`config.mk`:
```
export PLATFORM = sky130hd
export DESIGN_NAME = pipe_stall_ctrl_flat
export DESIGN_NICKNAME = d
export VERILOG_FILES = /design/src/rtl/pipe_stall_ctrl_pkg.sv /design/src/rtl/pipe_stall_ctrl_if.sv /design/src/rtl/pipe_stall_ctrl_sat_counter.sv /design/src/rtl/pipe_stall_ctrl.sv /design/src/flat_wrapper.sv
export SDC_FILE = /design/constraint.sdc
export NUM_CORES = 1
export LEC_CHECK = 0
export ABC_CLOCK_PERIOD_IN_PS = 2500
export CAP_MARGIN = 20
export CELL_PAD_IN_SITES_DETAIL_PLACEMENT = 0
export CELL_PAD_IN_SITES_GLOBAL_PLACEMENT = 1
export CORE_UTILIZATION = 40
export DETAILED_ROUTE_END_ITERATION = 7
export GPL_TIMING_DRIVEN = 0
export PLACE_DENSITY_LB_ADDON = 0.1
export REMOVE_ABC_BUFFERS = 1
export SLEW_MARGIN = 40
export SYNTH_ARGS = -nofsm -noshare
export SYNTH_HDL_FRONTEND = slang
export SYNTH_SLANG_ARGS = --single-unit
```
`constraint.sdc`:
```
create_clock -name clk -period 2.5 [get_ports clk]
set_input_delay 0.25 -clock clk [delete_from_list [all_inputs] [get_ports clk]]
set_output_delay 0.25 -clock clk [all_outputs]
set_load 0.005 [all_outputs]
```
`src/rtl/pipe_stall_ctrl_pkg.sv`:
```
// Shared pipeline-control definitions: FSM state encoding and timeout defaults.
package pipe_stall_ctrl_pkg;

  typedef enum logic [1:0] {
    ST_RUN       = 2'd0,
    ST_MEM_START = 2'd1,
    ST_MEM_WAIT  = 2'd2,
    ST_MEM_DONE  = 2'd3
  } state_e;

  localparam int unsigned TIMEOUT_DEF = 255;
  localparam int unsigned TMO_W       = 8;

endpackage

```
`src/rtl/pipe_stall_ctrl_if.sv`:
```
// Hazard/branch/memory handshake bundle between the pipeline and its stall controller.
interface pipe_stall_ctrl_if #(
  parameter int unsigned CNT_W = 16
);
  logic             hazard;
  logic             branch_taken;
  logic             mem_req;
  logic             sram_done;
  logic             sram_start;
  logic             freeze_pc;
  logic             freeze_if_id;
  logic             freeze_id_exe;
  logic             freeze_exe_mem;
  logic             flush_if_id;
  logic             flush_id_exe;
  logic             mem_err;
  logic [CNT_W-1:0] stall_cnt;
  logic [CNT_W-1:0] flush_cnt;

  modport master (
    output hazard, branch_taken, mem_req, sram_done,
    input  sram_start, freeze_pc, freeze_if_id, freeze_id_exe, freeze_exe_mem,
    input  flush_if_id, flush_id_exe, mem_err, stall_cnt, flush_cnt
  );

  modport slave (
    input  hazard, branch_taken, mem_req, sram_done,
    output sram_start, freeze_pc, freeze_if_id, freeze_id_exe, freeze_exe_mem,
    output flush_if_id, flush_id_exe, mem_err, stall_cnt, flush_cnt
  );
endinterface

```
`src/rtl/pipe_stall_ctrl_sat_counter.sv`:
```
// Saturating up-counter with enable; holds at all-ones instead of wrapping.
module sat_counter #(
  parameter int unsigned W = 16
) (
  input  logic         clk,
  input  logic         rst,
  input  logic         en_i,
  output logic [W-1:0] cnt_o
);
  logic [W-1:0] cnt_q;

  always_ff @(posedge clk or posedge rst) begin
    if (rst) begin
      cnt_q <= '0;
    end else if (en_i && (cnt_q != '1)) begin
      cnt_q <= cnt_q + W'(1);
    end
  end

  assign cnt_o = cnt_q;
endmodule

```
`src/rtl/pipe_stall_ctrl.sv`:
```
// Pipeline stall/flush controller: services RAW hazards and taken branches in RUN,
// and freezes the whole pipe around each SRAM access with a bounded wait.
module pipe_stall_ctrl
  import pipe_stall_ctrl_pkg::*;
#(
  parameter int unsigned TIMEOUT = TIMEOUT_DEF,
  parameter int unsigned CNT_W   = 16
) (
  input  logic            clk,
  input  logic            rst,
  pipe_stall_ctrl_if.slave bus
);
  localparam logic [TMO_W-1:0] TMO_LAST = TMO_W'(TIMEOUT - 1);

  state_e           state_q, state_d;
  logic [TMO_W-1:0] tmo_q, tmo_d;
  logic             err_q, err_d;

  logic start, fpc, fif, fide, fem, flif, flide;
  logic freeze_pc_o, flush_if_id_o;

  always_ff @(posedge clk or posedge rst) begin
    if (rst) begin
      state_q <= ST_RUN;
      tmo_q   <= '0;
      err_q   <= 1'b0;
    end else begin
      state_q <= state_d;
      tmo_q   <= tmo_d;
      err_q   <= err_d;
    end
  end

  always_comb begin
    state_d = state_q;
    tmo_d   = tmo_q;
    err_d   = err_q;
    start   = 1'b0;
    fpc     = 1'b0;
    fif     = 1'b0;
    fide    = 1'b0;
    fem     = 1'b0;
    flif    = 1'b0;
    flide   = 1'b0;
    case (state_q)
      ST_RUN: begin
        // memory access wins; a pending branch/hazard is held by the frozen stages
        if (bus.mem_req) begin
          state_d = ST_MEM_START;
        end else if (bus.branch_taken) begin
          flif  = 1'b1;
          flide = 1'b1;
        end else if (bus.hazard) begin
          fpc   = 1'b1;
          fif   = 1'b1;
          flide = 1'b1;
        end
      end
      ST_MEM_START: begin
        start   = 1'b1;
        {fpc, fif, fide, fem} = 4'b1111;
        tmo_d   = '0;
        state_d = ST_MEM_WAIT;
      end
      ST_MEM_WAIT: begin
        {fpc, fif, fide, fem} = 4'b1111;
        if (bus.sram_done) begin
          state_d = ST_MEM_DONE;
        end else if (tmo_q == TMO_LAST) begin
          err_d   = 1'b1;
          state_d = ST_MEM_DONE;
        end else begin
          tmo_d = tmo_q + TMO_W'(1);
        end
      end
      ST_MEM_DONE: begin
        state_d = ST_RUN;
      end
      default: begin
        state_d = ST_RUN;
      end
    endcase
  end

  // outputs forced low while reset is held, since RUN decodes the raw inputs
  assign freeze_pc_o        = fpc  & ~rst;
  assign flush_if_id_o      = flif & ~rst;
  assign bus.sram_start     = start & ~rst;
  assign bus.freeze_pc      = freeze_pc_o;
  assign bus.freeze_if_id   = fif  & ~rst;
  assign bus.freeze_id_exe  = fide & ~rst;
  assign bus.freeze_exe_mem = fem  & ~rst;
  assign bus.flush_if_id    = flush_if_id_o;
  assign bus.flush_id_exe   = flide & ~rst;
  assign bus.mem_err        = err_q;

  sat_counter #(.W(CNT_W)) u_stall_cnt (
    .clk   (clk),
    .rst   (rst),
    .en_i  (freeze_pc_o),
    .cnt_o (bus.stall_cnt)
  );

  sat_counter #(.W(CNT_W)) u_flush_cnt (
    .clk   (clk),
    .rst   (rst),
    .en_i  (flush_if_id_o),
    .cnt_o (bus.flush_cnt)
  );
endmodule

```
`src/flat_wrapper.sv`:
```
// flat-port wrapper written by rule: the top's interface ports become plain ports
module pipe_stall_ctrl_flat import pipe_stall_ctrl_pkg::*;
#(
  parameter int unsigned TIMEOUT = TIMEOUT_DEF,
  parameter int unsigned CNT_W   = 16
)
  (clk, rst, bus_hazard, bus_branch_taken, bus_mem_req, bus_sram_done, bus_sram_start, bus_freeze_pc, bus_freeze_if_id, bus_freeze_id_exe, bus_freeze_exe_mem, bus_flush_if_id, bus_flush_id_exe, bus_mem_err, bus_stall_cnt, bus_flush_cnt);
  pipe_stall_ctrl_if #(.CNT_W(CNT_W)) bus_i ();
  input  logic clk;
  input  logic rst;
  input wire logic [$bits(bus_i.hazard)-1:0] bus_hazard;
  input wire logic [$bits(bus_i.branch_taken)-1:0] bus_branch_taken;
  input wire logic [$bits(bus_i.mem_req)-1:0] bus_mem_req;
  input wire logic [$bits(bus_i.sram_done)-1:0] bus_sram_done;
  output wire logic [$bits(bus_i.sram_start)-1:0] bus_sram_start;
  output wire logic [$bits(bus_i.freeze_pc)-1:0] bus_freeze_pc;
  output wire logic [$bits(bus_i.freeze_if_id)-1:0] bus_freeze_if_id;
  output wire logic [$bits(bus_i.freeze_id_exe)-1:0] bus_freeze_id_exe;
  output wire logic [$bits(bus_i.freeze_exe_mem)-1:0] bus_freeze_exe_mem;
  output wire logic [$bits(bus_i.flush_if_id)-1:0] bus_flush_if_id;
  output wire logic [$bits(bus_i.flush_id_exe)-1:0] bus_flush_id_exe;
  output wire logic [$bits(bus_i.mem_err)-1:0] bus_mem_err;
  output wire logic [$bits(bus_i.stall_cnt)-1:0] bus_stall_cnt;
  output wire logic [$bits(bus_i.flush_cnt)-1:0] bus_flush_cnt;
  assign bus_i.hazard = bus_hazard;
  assign bus_i.branch_taken = bus_branch_taken;
  assign bus_i.mem_req = bus_mem_req;
  assign bus_i.sram_done = bus_sram_done;
  assign bus_sram_start = bus_i.sram_start;
  assign bus_freeze_pc = bus_i.freeze_pc;
  assign bus_freeze_if_id = bus_i.freeze_if_id;
  assign bus_freeze_id_exe = bus_i.freeze_id_exe;
  assign bus_freeze_exe_mem = bus_i.freeze_exe_mem;
  assign bus_flush_if_id = bus_i.flush_if_id;
  assign bus_flush_id_exe = bus_i.flush_id_exe;
  assign bus_mem_err = bus_i.mem_err;
  assign bus_stall_cnt = bus_i.stall_cnt;
  assign bus_flush_cnt = bus_i.flush_cnt;
  pipe_stall_ctrl #(.TIMEOUT(TIMEOUT), .CNT_W(CNT_W)) u_core (.clk(clk), .rst(rst), .bus(bus_i));
endmodule
```
==> summary.txt, run 1 <==
Outcome
  – Status: finished clean

Global routing
  – GRT Overall Usage: 0.161
  – Pin count of the biggest net entering global routing: 35
  – Vias in the first global route: 1676
  – GRT Residual Overflow: 0
  – Initial antenna violation count: 0
  – First-pass GRT wire length: 7820 um

Detailed routing
  – DR iter-0 viols: 113
  – Vias/cell: 5.30
  – Wl on met1: 2360 um
  – Antenna Nets Post-Route: 0
  – Top routing layer in use: met4
  – Final WL: 4630 um
  – Met2 wire len: 2070 um
  – Met3 WL post-DR: 172 um
  – First-pass DRT Iterations: 4
  – Vias: 1787
  – Wire length per cell: 13.7 um
  – DRC viols: 0

Die
  – Row count: 27
  – DIE HEIGHT: 78.4 um
  – Chip width: 78.4 um
  – Die area: 0.00615 mm^2
  – Ports: 46
  – Core area: 0.00557 mm^2
  – Starting Density: 0.419

CTS
  – CTS tree: built
  – Longest Clk Path Bufs: 2
  – CTS Buf Count: 5
  – Clock root cell: clkbuf_8
  – H-tree Lvls: 2
  – CTS sink count: 43
  – Worst skew pair latency: 0.29 ns
  – Hold buffer count at cts: 0
  – CTS clk-pin slew, worst paths: 0.08 ns

Critical path
  – Slowest stage cell, crit path: nor3_2
  – Slowest cell delay on critical path: 0.69 ns
  – Critical Path RT: 2.68 ns
  – Reg2reg end: u_core.u_stall_cnt.cnt_o[1]$_DFFE_PP0P_
  – Critical path class: reg -> reg
  – Critical Path Start: u_core.u_stall_cnt.cnt_o[0]$_DFFE_PP0P_
  – Worst Path Buf+Inv: 0
  – Crit path arrival time: 2.42 ns
  – Worst path cell trace: ha_1 > nand4_1 > nor3_2 > a21oi_1 > mux2_1
  – Reg2reg setup slack: 0.25 ns
  – RR Startpoint: u_core.u_stall_cnt.cnt_o[0]$_DFFE_PP0P_
  – Critical Path End Type: flop
  – Startpoint Class: flop
  – R2R cell count: 5
  – CP Max Fanout: 12
  – Crit-path leading delay family: simple AND/OR/NAND/NOR gates

Run
  – MaxCap Viol Count: 0

Cells and area
  – Area grow syn2layout: 26.5%
  – Reg area: 0.00108 mm^2
  – Antenna Cells: 0
  – Final nets: 279
  – Final Cell Area: 0.00296 mm^2
  – Fillers: 514
  – Share of cells above drive strength 1: 0.0981
  – Core Util, Final: 0.530
  – Multi-input gate area: 0.00118 mm^2

Timing
  – Worst-Margin Slew: 0.784 ns
  – Endpoints failing setup: 0
  – Final period util: 0.900
  – RSZ-0062 raised after global routing: no
  – Fmax: 445 MHz
  – Final Max Tran Viols: 0
  – Minimum clock period: 2.25 ns
  – Final clock skew: 0.00584 ns
  – Max_slew headroom: 0.474
  – Fin. Hold Viols: 0
  – Setup TNS: 0 ns

Yosys
  – Syn. warnings: 0
  – Synth top area share: 0.461
  – FFs w/ async S/R, synth: 1.00
  – Mapped cell area: 0.00234 mm^2
  – Largest area contributor in the netlist: dfrtp_1
  – Synth top cells by count: 43 x dfrtp_1, 21 x xor2_1, 13 x nand3_1
  – Main area contributors after synthesis: dfrtp_1 46%, xor2_1 7.9%, ha_1 4.3%
  – Post-synth EDFFs: 0
  – Register area share after synthesis: 0.461
  – Gate count of the mapped netlist: 219
  – Post-synthesis cell type count: 46
  – Most numerous cell in the Yosys netlist: dfrtp_1
  – Top FF cell, synth: dfrtp_1
  – Syn Area/Cell: 10.7 um^2
  – Yosys reg bits: 43

Power and ir drop
  – Worst vdd ir: 0.000461 V
  – Clk network pwr share: 0.208
  – Pwr dens: 717 mW/mm^2
  – Internal cell power: 1.40 mW
  – Combinational power share: 0.345
  – Flop pwr share: 0.447
  – Leakage: 1.30 nW
  – Switch Pwr: 0.715 mW
  – Sw frac: 0.337

Place
  – Post-DP HPWL: 3270 um
  – IO Port Bufs: 45
  – Post-DP Area: 0.00285 mm^2
  – GP Congestion: 0.725

Hold path
  – HP Class: in -> async
cells by family after synthesis:
family          after synthesis  share of synthesized area
compound gates               31                      0.102
fa+ha+maj                     8                     0.0429
simple gates                 86                      0.236
mux                           3                     0.0139
buf+inv                      20                     0.0402
flops                        43                      0.461
xor+xnor                     28                      0.105
repair_timing:
action,4_1_cts,5_1_grt
resized for setup,1,0
setup buffers,1,0
setup endpoints to repair,2,0
through the flow:
stage	hold WS (ns)	std cells	worst slack (ns)	power (mW)
final	0.340	337	0.250	2.12
after global routing	0.358	337	0.0924	2.29
after CTS	0.328	337	0.243	2.15
after detailed placement	0.446	329	0.0402	1.68
after global placement	0.442	328	0.0515	1.67
after floorplan	0.448	211	0.575	1.33
placed cells by master (no fill, tap or decap), types with 2 or more instances in the layout:
cell type        count
nand3_1             13
a21oi_1              7
inv_1               11
nor2b_1              5
dfrtp_1             43
nor4b_2              3
o21ai_0              2
o31ai_1              4
nor4_1               6
clkdlybuf4s50_1     45
xnor2_1              7
nand2_1             10
nand4_1             10
nor2_1               8
xor2_1              21
o211ai_1             4
and3_1               2
nor3_1               7
ha_1                 8
a211oi_1             4
nand2b_1             4
and4_1               5
a2111oi_2            2
clkbuf_8             6
and2_1               2
layout make-up:
cell class,instances,share of cell area
timing repair buffer,47,0.162
clock inverter,1,0.00169
multi-input combinational,156,0.398
tap,72,0.0305
inverter,12,0.0161
clock buffer,6,0.0279
sequential,43,0.364
worst max-delay path by stage:
stage	end	cells past startpoint	slack [ns]
after floorplan	u_core.u_stall_cnt.cnt_o[1]$_DFFE_PP0P_	6	0.57
after global placement	bus_freeze_if_id	5	0.05
after detailed placement	bus_freeze_if_id	5	0.04
after CTS	u_core.u_stall_cnt.cnt_o[1]$_DFFE_PP0P_	5	0.24
after global routing	u_core.u_stall_cnt.cnt_o[1]$_DFFE_PP0P_	5	0.09
final	u_core.u_stall_cnt.cnt_o[1]$_DFFE_PP0P_	5	0.25
registers in the layout (all words and copies together) (netlist names):
| register | count |
|---|---|
| u_core.bus.mem_err | 1 |
| u_core.state_q | 2 |
| u_core.tmo_q | 8 |
| u_core.u_flush_cnt.cnt_o | 16 |
| u_core.u_stall_cnt.cnt_o | 16 |
routing by layer:
| metal | global-route usage | up-vias |
|---|---|---|
| met5 | 0 | - |
| li1 | - | 893 |
| met4 | 0.0500 | 0 |
| met2 | 0.246 | 38 |
| met1 | 0.233 | 852 |
| met3 | 0.0267 | 4 |
power groups by stage:
stage / Combinational (mW) / Clock [mW] / Sequential [mW]
floorplan: 0.390 / 0 / 0.937
global placement: 0.704 / 0 / 0.963
detailed placement: 0.714 / 0 / 0.962
CTS: 0.740 / 0.465 / 0.948
global route: 0.823 / 0.494 / 0.970
finish: 0.731 / 0.441 / 0.946
(Power assumes the default switching activity.)
==> run 2, diff against run 1 <==
- ABC_AREA: default -> 1
- CORE_UTILIZATION: 40 -> 38
- HOLD_SLACK_MARGIN: default -> 0.05
==> summary.txt, run 2 <==
Power and ir drop
  – Clk network pwr share: 0.207 (about the same)
  – Switch Pwr: 0.804 mW (+13%)
  – Internal cell power: 1.34 mW (-4.7%)
  – Leakage: 1.57 nW (+21%)
  – Flop pwr share: 0.425 (-0.022)
  – Sw frac: 0.376 (+0.0382)
  – Pwr dens: 634 mW/mm^2 (-12%)
  – Worst vdd ir: 0.000300 V (-35%)
  – Tot Pwr: 2.14 mW (+1.1%)
  – Combinational power share: 0.368 (+0.023)

Cells and area
  – Reg area: 0.00108 mm^2 (unchanged)
  – Area grow syn2layout: 22.6%
  – Final Cell Area: 0.00338 mm^2 (+14%)
  – Final nets: 457 (+64%)
  – Multi-input gate area: 0.00146 mm^2 (+24%)
  – Most frequent cells in the layout: 169 x nand2_1, 45 x clkdlybuf4s50_1, 43 x dfrtp_1, 39 x nor2_1, 39 x inv_1
  – Antenna Cells: 0 (unchanged)
  – Fillers: 719 (+40%)
  – Commonest non-fill, non-tap cell in the layout: nand2_1
  – Share of cells above drive strength 1: 0.0676 (-0.0305)

Timing
  – Setup TNS: 0 ns (unchanged)
  – Endpoints failing setup: 0 (unchanged)
  – Fmax: 443 MHz (-0.42%)
  – Max_slew headroom: 0.666 (+0.191)
  – Final clock skew: 0.00576 ns (-0.0000809 ns)
  – Worst-Margin Slew: 0.500 ns (-0.285 ns)
  – Final period util: 0.904 (+0.00382)
  – Minimum clock period: 2.26 ns (+0.00955 ns)
  – Fin. Hold Viols: 0 (unchanged)
  – Final Max Tran Viols: 0 (unchanged)
  – WHS: 0.230 ns (-0.110 ns)
  – RSZ-0062 raised after global routing: no

Yosys
  – Fraction of the mapped netlist area in adder cells: 0.0363 (-0.00652)
  – Post-synthesis xor/xnor area fraction: 0.0477 (-0.0573)
  – Mux share of post-synthesis cell area: 0 (-0.0139)
  – Synth top cells by count: 169 x nand2_1, 43 x dfrtp_1, 40 x inv_1
  – Mapped cell area: 0.00276 mm^2 (+18%)
  – Synth top area share: 0.391 (-0.0701)
  – Syn Area/Cell: 6.96 um^2 (-35%)
  – Yosys reg bits: 43 (unchanged)
  – Post-synthesis cell type count: 24 (-48%)
  – Post-synth EDFFs: 0 (unchanged)
  – Most numerous cell in the Yosys netlist: nand2_1
  – Register area share after synthesis: 0.391 (-0.0701)
  – Top FF cell, synth: dfrtp_1
  – Main area contributors after synthesis: dfrtp_1 39%, nand2_1 23%, inv_1 5.4%
  – Simple-gate portion of the synthesized area: 0.402 (+0.167)
  – FFs w/ async S/R, synth: 1.00 (unchanged)
  – Main combinational cell family by area after synthesis: simple AND/OR/NAND/NOR gates
  – Largest area contributor in the netlist: dfrtp_1
  – Gate count of the mapped netlist: 396 (+81%)
  – Compound-cell area share of the yosys netlist: 0.0427 (-0.0591)
  – Syn. warnings: 0 (unchanged)

Critical path
  – Critical path class: in -> out
  – Critical Path RT: 2.25 ns (-0.43 ns)
  – Startpoint Class: input port
  – R2R cell count: 8 (+3)
  – Critical Path End Type: output port
  – Reg2reg end: u_core.u_flush_cnt.cnt_o[0]$_DFFE_PP0P_
  – RR Startpoint: u_core.u_flush_cnt.cnt_o[0]$_DFFE_PP0P_
  – CP Max Fanout: 34 (+22)
  – Crit path arrival time: 2.01 ns (-0.41 ns)
  – Reg2reg setup slack: 0.59 ns (+0.34 ns)

Die
  – DIE HEIGHT: 87.2 um (+11%)
  – Die area: 0.00760 mm^2 (+24%)
  – Row count: 30 (+11%)
  – Ports: 46 (unchanged)
  – Chip width: 87.2 um (+11%)
  – Core area: 0.00691 mm^2 (+24%)
  – Starting Density: 0.399 (-0.0202)

CTS
  – Worst skew pair latency: 0.30 ns (about the same)
  – CTS Buf Count: 5 (unchanged)
  – H-tree Lvls: 2 (unchanged)
  – Post-cts sizing count: 0 (-1)
  – Longest Clk Path Bufs: 2 (unchanged)
  – Hold buffer count at cts: 0 (unchanged)
  – CTS clk-pin slew, worst paths: 0.08 ns (about the same)
  – Setup Fix Bufs, Post-CTS: 0 (-1)
  – CTS sink count: 43 (unchanged)
  – Clock root cell: clkbuf_8
  – CTS tree: built

Place
  – Post-DP HPWL: 4450 um (+36%)
  – GP Congestion: 0.772 (+6.5%)
  – IO Port Bufs: 45 (unchanged)
  – Post-DP Area: 0.00329 mm^2 (+15%)

Global routing
  – GRT Residual Overflow: 0 (unchanged)
  – Pin count of the biggest net entering global routing: 35 (unchanged)
  – GRT Overall Usage: 0.175 (+0.0136)
  – Initial antenna violation count: 0 (unchanged)
  – Vias in the first global route: 2198 (+31%)
  – First-pass GRT wire length: 10400 um (+33%)

Detailed routing
  – Final WL: 6080 um (+31%)
  – DR iter-0 viols: 104 (-8.0%)
  – First-pass DRT Iterations: 4 (unchanged)
  – DRC viols: 0 (unchanged)
  – Vias: 2468 (+38%)
  – Wire length per cell: 11.3 um (-18%)
  – Vias/cell: 4.57 (-14%)
  – Antenna Nets Post-Route: 0 (unchanged)

Run
  – MaxCap Viol Count: 0 (unchanged)

Hold path
  – HP Class: in -> async

Outcome
  – Status: finished clean
==> run 2: cell count changes in the layout (fill, tap and decap cells not counted), moves of 5 or more <==
cell     change
nor3_1       -7
nor4_1       -6
nor2_1      +31
nor2b_1      -5
o21ai_0     +12
nand3_1      +9
inv_1       +28
nand2_1    +159
xor2_1      -16
nand2_2      +5
and4_1       -5
==> run 2: cell type report <==
class	instances	area share
Clock buffer	6	0.0215
Clock inverter	2	0.00371
Inverter	44	0.0496
Multi-Input combinational cell	303	0.432
Sequential cell	43	0.319
Tap cell	96	0.0356
Timing Repair Buffer	46	0.139
==> run 2: critical path, stage by stage <==
cell,delay [ns]
clkdlybuf4s50_1,0.46
inv_4,0.18
buf_12,0.24
nand2_1,0.13
nor2_4,0.19
clkdlybuf4s50_1,0.54
==> run 2: worst max path at each step <==
stage | cells after the start | to | slack [ns] | from
3_5_place_dp | 6 | bus_flush_if_id | 0.18 | rst
4_1_cts | 6 | bus_flush_if_id | 0.18 | rst
6_report | 6 | bus_flush_if_id | 0.24 | rst
2_1_floorplan | 7 | u_core.u_flush_cnt.cnt_o[15]$_DFFE_PP0P_ | 0.36 | rst
5_1_grt | 8 | bus_freeze_pc | 0.06 | rst
3_3_place_gp | 5 | bus_flush_if_id | -1.00 | rst
==> run 2: metal layers <==
| layer | vias up | track usage | wire, um |
|---|---|---|---|
| li1 | 1315 | - | - |
| met1 | 1113 | 0.228 | 3040 |
| met2 | 34 | 0.296 | 2740 |
| met3 | 6 | 0.0313 | 225 |
| met4 | 0 | 0.0537 | 76 |
| met5 | - | 0 | 0 |
==> run 2: kinds of logic after synthesis <==
| family | Yosys count |
|---|---|
| simple gates | 260 |
| xor+xnor | 15 |
| fa+ha+maj | 8 |
| buf+inv | 50 |
| compound gates | 20 |
| flops | 43 |
==> run 2: power groups by stage <==
stage	combinational [mW]	clock, mW	sequential (mW)
after floorplan	0.464	0	0.907
after global placement	0.797	0	0.923
after detailed placement	0.809	0	0.926
after CTS	0.813	0.464	0.913
after global routing	0.910	0.496	0.935
final	0.788	0.442	0.911
==> run 2: through the flow <==
step,instances,util,worst slack (ns)
final,540,0.489,0.241
after floorplan,390,-,0.365
after global placement,531,0.473,-1.00
after detailed placement,532,0.477,0.178
after CTS,540,0.489,0.179
after global routing,540,0.489,0.0586
